==> src/rtl/rf_pkg.sv <==
// Shared constants for the register-file writeback path: default widths,
// the hardwired zero register and the two-port grant encoding.
package rf_pkg;

   localparam int RF_DATA_W   = 32;
   localparam int RF_ADDR_W   = 5;
   localparam int RF_NUM_REGS = 32;

   localparam int ZERO_REG = 0;

   localparam logic PORT_A = 1'b0;
   localparam logic PORT_B = 1'b1;

endpackage

==> src/rtl/rr_arb2.sv <==
// Two-requester round-robin arbiter. The single state bit remembers the most
// recent grant so that contention always goes to the other requester.
module rr_arb2
   import rf_pkg::*;
(
   input  logic clk,
   input  logic rst,
   input  logic req_a,
   input  logic req_b,
   output logic gnt_a,
   output logic gnt_b
);

   logic last;

   always_comb begin
      // NOTE: every combinational output gets a default first, so no path can infer a latch.
      gnt_a = 1'b0;
      gnt_b = 1'b0;
      if (req_a && req_b) begin
         gnt_a = (last == PORT_B);
         gnt_b = (last == PORT_A);
      end else begin
         gnt_a = req_a;
         gnt_b = req_b;
      end
   end

   // Reset value favours A on the first contention.
   always_ff @(posedge clk or posedge rst) begin
      if (rst) begin
         last <= PORT_B;
      end else if (gnt_a || gnt_b) begin
         // NOTE: non-blocking assignment for state, so every flop samples pre-edge values.
         last <= gnt_b ? PORT_B : PORT_A;
      end
   end

endmodule

==> src/rtl/rf_write_arbiter.sv <==
// Shares the register-file write port between the ALU and load writeback paths,
// registers the granted write and tracks in-flight destinations for RAW detection.
module rf_write_arbiter
   import rf_pkg::*;
#(
   parameter int DATA_W   = RF_DATA_W,
   parameter int ADDR_W   = RF_ADDR_W,
   parameter int NUM_REGS = RF_NUM_REGS
) (
   input  logic                clk,
   input  logic                rst,
   input  logic                a_valid,
   input  logic [ADDR_W-1:0]   a_reg,
   input  logic [DATA_W-1:0]   a_data,
   output logic                a_ready,
   input  logic                b_valid,
   input  logic [ADDR_W-1:0]   b_reg,
   input  logic [DATA_W-1:0]   b_data,
   output logic                b_ready,
   input  logic                issue_valid,
   input  logic [ADDR_W-1:0]   issue_reg,
   input  logic [ADDR_W-1:0]   src1,
   input  logic [ADDR_W-1:0]   src2,
   output logic                hazard,
   output logic [NUM_REGS-1:0] busy_mask,
   output logic                rf_we,
   output logic [ADDR_W-1:0]   rf_waddr,
   output logic [DATA_W-1:0]   rf_wdata
);

   localparam logic [ADDR_W-1:0] REG0 = ADDR_W'(ZERO_REG);

   logic                gnt_a;
   logic                gnt_b;
   logic                xfer;
   logic                wr_hit;
   logic [ADDR_W-1:0]   sel_reg;
   logic [DATA_W-1:0]   sel_data;
   logic [NUM_REGS-1:0] busy_next;

   rr_arb2 u_arb (
      .clk   (clk),
      .rst   (rst),
      .req_a (a_valid),
      .req_b (b_valid),
      .gnt_a (gnt_a),
      .gnt_b (gnt_b)
   );

   assign a_ready = gnt_a;
   assign b_ready = gnt_b;
   assign xfer    = gnt_a | gnt_b;

   always_comb begin
      sel_reg  = a_reg;
      sel_data = a_data;
      if (gnt_b) begin
         sel_reg  = b_reg;
         sel_data = b_data;
      end
   end

   // A transfer to the zero register retires normally but never writes.
   assign wr_hit = xfer && (sel_reg != REG0);

   // Clear first, then set, so a newer producer issuing this cycle stays pending.
   always_comb begin
      busy_next = busy_mask;
      if (xfer) begin
         busy_next[sel_reg] = 1'b0;
      end
      if (issue_valid && (issue_reg != REG0)) begin
         busy_next[issue_reg] = 1'b1;
      end
      busy_next[REG0] = 1'b0;
   end

   assign hazard = busy_mask[src1] | busy_mask[src2];

   always_ff @(posedge clk or posedge rst) begin
      if (rst) begin
         // NOTE: the scoreboard is a flop vector, not a RAM, so it is cleared by reset like any register.
         rf_we     <= 1'b0;
         rf_waddr  <= '0;
         rf_wdata  <= '0;
         busy_mask <= '0;
      end else begin
         busy_mask <= busy_next;
         rf_we     <= wr_hit;
         if (wr_hit) begin
            rf_waddr <= sel_reg;
            rf_wdata <= sel_data;
         end
      end
   end

endmodule

==> config.mk <==
export PLATFORM = sky130hd
export DESIGN_NAME = rf_write_arbiter
export DESIGN_NICKNAME = d
export VERILOG_FILES = /design/src/rtl/rf_pkg.sv /design/src/rtl/rr_arb2.sv /design/src/rtl/rf_write_arbiter.sv
export SDC_FILE = /design/constraint.sdc
export NUM_CORES = 1
export LEC_CHECK = 0
export CORE_MARGIN = 2
export CORE_UTILIZATION = 45
export DETAILED_ROUTE_END_ITERATION = 6
export PLACE_DENSITY = 0.85
export REMOVE_ABC_BUFFERS = 1
export SETUP_SLACK_MARGIN = 0.2
export SLEW_MARGIN = 10
export SYNTH_ARGS = -nofsm -noshare
export SYNTH_HDL_FRONTEND = slang
export SYNTH_HIERARCHICAL = 1
export SYNTH_SLANG_ARGS = --single-unit
==> constraint.sdc <==
create_clock -name clk -period 5.2 [get_ports clk]
set_input_delay 1.56 -clock clk [delete_from_list [all_inputs] [get_ports clk]]
set_output_delay 1.56 -clock clk [all_outputs]
set_load 0.01 [all_outputs]
# After elaboration in Yosys (flattened, before gate mapping)
# Cells that the tools add are included.
[word_totals]
word_cells = 40
out_inout_bits = 73
input_bits = 94
ff_bits = 70
[op_classes]
reduce_logical = 8
magnitude_cmp = 6
bitwise_logic = 6
n_mux = 15
[ops]
columns = ["operator", "n"]
rows = [
  ["32-bit 2-to-1 mux", 3],
  ["32-bit bitwise AND", 1],
  ["32-bit inverter", 1],
  ["32-bit OR", 1],
  ["5-bit by 6-bit less-than comparator with 1-bit output, second input constant", 4],
  ["1-bit binary-select mux with 5-bit select", 2],
  ["1-bit demux with 5-bit select", 2],
  ["5-bit by 1-bit >= comparator with 1-bit output, second input constant", 2],
  ["5-bit nonzero test", 2],
  ["1-bit 2-to-1 mux", 7],
  ["1-bit logical AND", 5],
  ["5-bit 2-to-1 mux", 1],
  ["1-bit OR", 2],
  ["1-bit logical OR", 1],
  ["1-bit inverter", 1],
]

# Logic depth before layout (Yosys ltp)
[logic_depth]
ltp_word = 12
depth_mapped = 8
mapped_depth_nobuf = 6

# Hierarchy
# The synthesis kept the hierarchy.
[modules_own_cells]
columns = ["mod", "area_per_inst_um2", "cells_per_inst", "instances", "seq_area_each_um2"]
rows = [
  ["rf_write_arbiter", 3632.2, 348, 1, 1726.7],
  ["rr_arb2", 57.6, 7, 1, 26.3],
]

# Least setup slack after synthesis
# OpenSTA, ideal clock, no wires.
[synth_timing]
path_type = "input to output"
from = "in src2[2]"
to = "out hazard"
path_buffers = 1
arrival_ns = 2.831
setup_slack_ns = 0.809
stages = 5
t_required_ns = 3.640
path_cell_list = "buf_2 > mux4_2 > mux2_2 > a31oi_1 > o2111ai_1"
[synth_between]
elab_chain_len = 3
[synth_rtl]
columns = ["item", "line_no", "rtl"]
rows = [
  ["start: declaration", "rf_write_arbiter.sv:23", "input logic [ADDR_W-1:0] src2,"],
  ["1-bit binary-select mux with 5-bit select", "rf_write_arbiter.sv:78", "assign hazard = busy_mask[src1] | busy_mask[src2];"],
  ["1-bit 2-to-1 mux (not written as such)", "rf_write_arbiter.sv:78", ""],
  ["1-bit OR", "rf_write_arbiter.sv:78", ""],
  ["end: declaration", "rf_write_arbiter.sv:24", "output logic hazard,"],
]
# Every way passes these cells. The select of a mux whose other input is x is not followed.

# Final worst setup path
[layout_timing]
from = "in src2[3]"
to = "out hazard"
# The elaborated chain is that of the path after synthesis.

==> summary.txt <==
Logic synthesis
  – Asr flop ratio synth: 100%
  – Ranking of synthesized cells by area: dfrtp_1 (47%), mux2i_1 (9.8%), o21ai_0 (8.8%)
  – Ys flop type: dfrtp_1
  – Synth Instances: 355
  – Synthesized flop and latch total: 70
  – Syn avg cell area: just over 10 sq um
  – Synth cell types: 39
  – Number of synthesized flops with an enable pin: 0
  – Synthesis Warnings: 6
  – Cell taking the most area after synthesis: dfrtp_1
  – Synthesized area: approximately 3700 sq um
  – Synth top area share: a little under half
  – Sequential-to-total area share from yosys stat: 47.5%

Placement
  – Pre-CTS WS: -0.108 ns
  – Port buffer count: 165
  – Placed cell area: ~5500 sq um
  – HPWL after DPL: 8.49 mm
  – Placer Congestion: 0.892

Die
  – Die H: 94.6 um
  – Core area: 8090 sq um
  – Row cnt: 33
  – IO Pins: 167
  – Die ar.: 8940 sq um
  – Initial core utilization: 45.6%
  – Die width: 94.6 um

Global route
  – Total grt overflow: 0
  – Largest net degree at the start of global routing: 73
  – All-Layer GR Usage: about a quarter
  – Number of antenna violations at the first check in global routing: 0
  – First-pass GRT wire length: 17.4 mm
  – Vias in the first global route: between 3000 and 4000

Clock network
  – CTS tree: done
  – Post-CTS sizing: 4
  – Register clock-pin slew on the reported worst setup and hold paths: 0.07 ns
  – CTS buffer count: 9
  – Clk_lat worst skew: 0.34 ns
  – Post-CTS Hold Buffers: 0
  – Clk buf depth: 2
  – Number of post-CTS setup repair buffers: 0
  – H-tree depth: 3
  – CTS Sinks: 70
  – Root buf cell: clkbuf_8

Critical path
  – RR Startpoint: u_arb/last
  – Worst EP arrival: 3.37 ns
  – CP Launch Type: input pin
  – Worst Path Required: ~3.6 ns
  – Kind of critical path: in2out
  – Critical-path maximum fanout: 5
  – Cell count of the worst reg-to-reg path: 8
  – CP Capture Type: primary output
  – CP Launch Point: src2[3]

Layout
  – Antenna Cells: 0
  – P&R area growth vs syn: 53.9%
  – Most frequent cells in the layout: clkdlybuf4s50_1 (157), dfrtp_1 (69), o21ai_0 (65), nand2_1 (49), mux2i_1 (36)
  – Layout Nets: 616
  – Share of cells above drive strength 1: 9.89%
  – Area occupied by multi-input gates: 1800 sq um
  – Fin area: between 5000 and 6000 sq um
  – Sequential cell area: about 1800 sq um
  – Finished Core Util: 70.2%
  – Leading cell type in the layout, fill and taps excluded: clkdlybuf4s50_1
  – Fill count: 629

STA
  – Fin crit share: 94.8%
  – Max-slew violation count: 0
  – Worst setup margin: 0.270 ns
  – Hold_ws: 0.485 ns
  – Max Clock Skew: about 0.0038 ns
  – Worst slew margin: between 40% and 50%
  – Final setup viols: 0
  – RSZ-0062 raised after global routing: no
  – Max Fclk: 0.203 GHz
  – Min Tclk post-route: roughly 4.9 ns
  – Worst Max-Slew Pin Slew: 0.838 ns
  – Final hold viol count: 0

Routing
  – Routed via count: between 3000 and 4000
  – Metal-1 WL: 4.10 mm
  – Metal3 WL: 1.21 mm
  – Routed Antenna Nets: 0
  – Drt via density: 5.62
  – WL met2: 5.44 mm
  – TritonRoute pass-1 iters: 5
  – Top layer used by detailed routing: met4
  – DRT iter0 DRCs: 210
  – WL per Instance: 17.3 um
  – Routed WL: 10.9 mm
  – DRC: 0

Hold path
  – Hold Crit Start: rf_wdata[4]
  – Worst Hold Class: reg2reg
  – Worst Hold Depth: 2

Power
  – P per Cell Area: 353 nW/um^2
  – Peak VDD IR: 0.000188 V
  – Leakage power: between 2 and 2.5 nW
  – Total Power: approximately 2.0 mW

Status
  – Status: completed

Flow run
  – Max-Cap Viols: 0
## final timing paths
kind / endpoint / slack (ns)
setup / recovery: hazard / 0.27
max in group asynchronous: rf_wdata[21] / 2.58
hold reg to reg: rf_wdata[4] / 0.48
setup reg to reg: rf_wdata[1] / 2.53
hold / removal: rf_wdata[4] / 0.48
min in group asynchronous: u_arb/last / 1.57
## through the flow
| stage | TNS [ns] | std cells |
|---|---|---|
| final | 0 | 631 |
| after global routing | 0 | 631 |
| after CTS | 0 | 631 |
| after detailed placement | -0.108 | 616 |
| after global placement | -0.0681 | 616 |
| after floorplan | -220.70 | 335 |
## layout make-up
cell class,count,share of cell area (%)
well taps,105,2.31
repair buffers,176,30.9
multi-input cells,259,31.7
inverters,6,0.397
clock inverters,4,1.23
clock buffers,11,2.67
flip-flops and latches,70,30.9
## sequential cells by signal (all words and copies together), names as in the netlist
signal and flops:
rf_we 1, u_arb/last 1, busy_mask 31, rf_waddr 5, rf_wdata 32
## metal layers
layer / track usage [%] / up-vias
met5: 0 / -
met4: 9.30 / 0
met3: 6.94 / 24
met2: 43.0 / 225
met1: 31.9 / 1675
li1: - / 1625
## cell families after synthesis
kind of cell / synth area share [%]
flip-flops: 47.5
AND/OR/NAND/NOR: 11.0
multiplexers: 20.3
other: 0.102
buffers and inverters: 4.07
AO/OA/AOI/OAI: 17.1
## synth_stat cells, types with 5 or more instances
library cell	n
o21ai_1	33
nor2b_1	5
dfrtp_1	69
clkbuf_1	6
nand3_1	9
nand2_1	49
mux4_2	14
inv_1	6
buf_2	6
mux2i_1	36
nor2_1	10
o21ai_0	65
## worst max-delay path, cell delays in order
cell             delay, ns
clkdlybuf4s50_1       0.61
mux4_2                0.54
o21ai_0               0.22
o2111ai_1             0.13
dlygate4sd2_1         0.30
## report_power, final
group          total (mW)  switching (mW)  internal, mW
logic               0.723           0.298         0.425
clock network       0.486           0.194         0.292
registers           0.796           0.126         0.671
total                2.01           0.618          1.39
No activity file was read; power rests on OpenSTA's default activity.
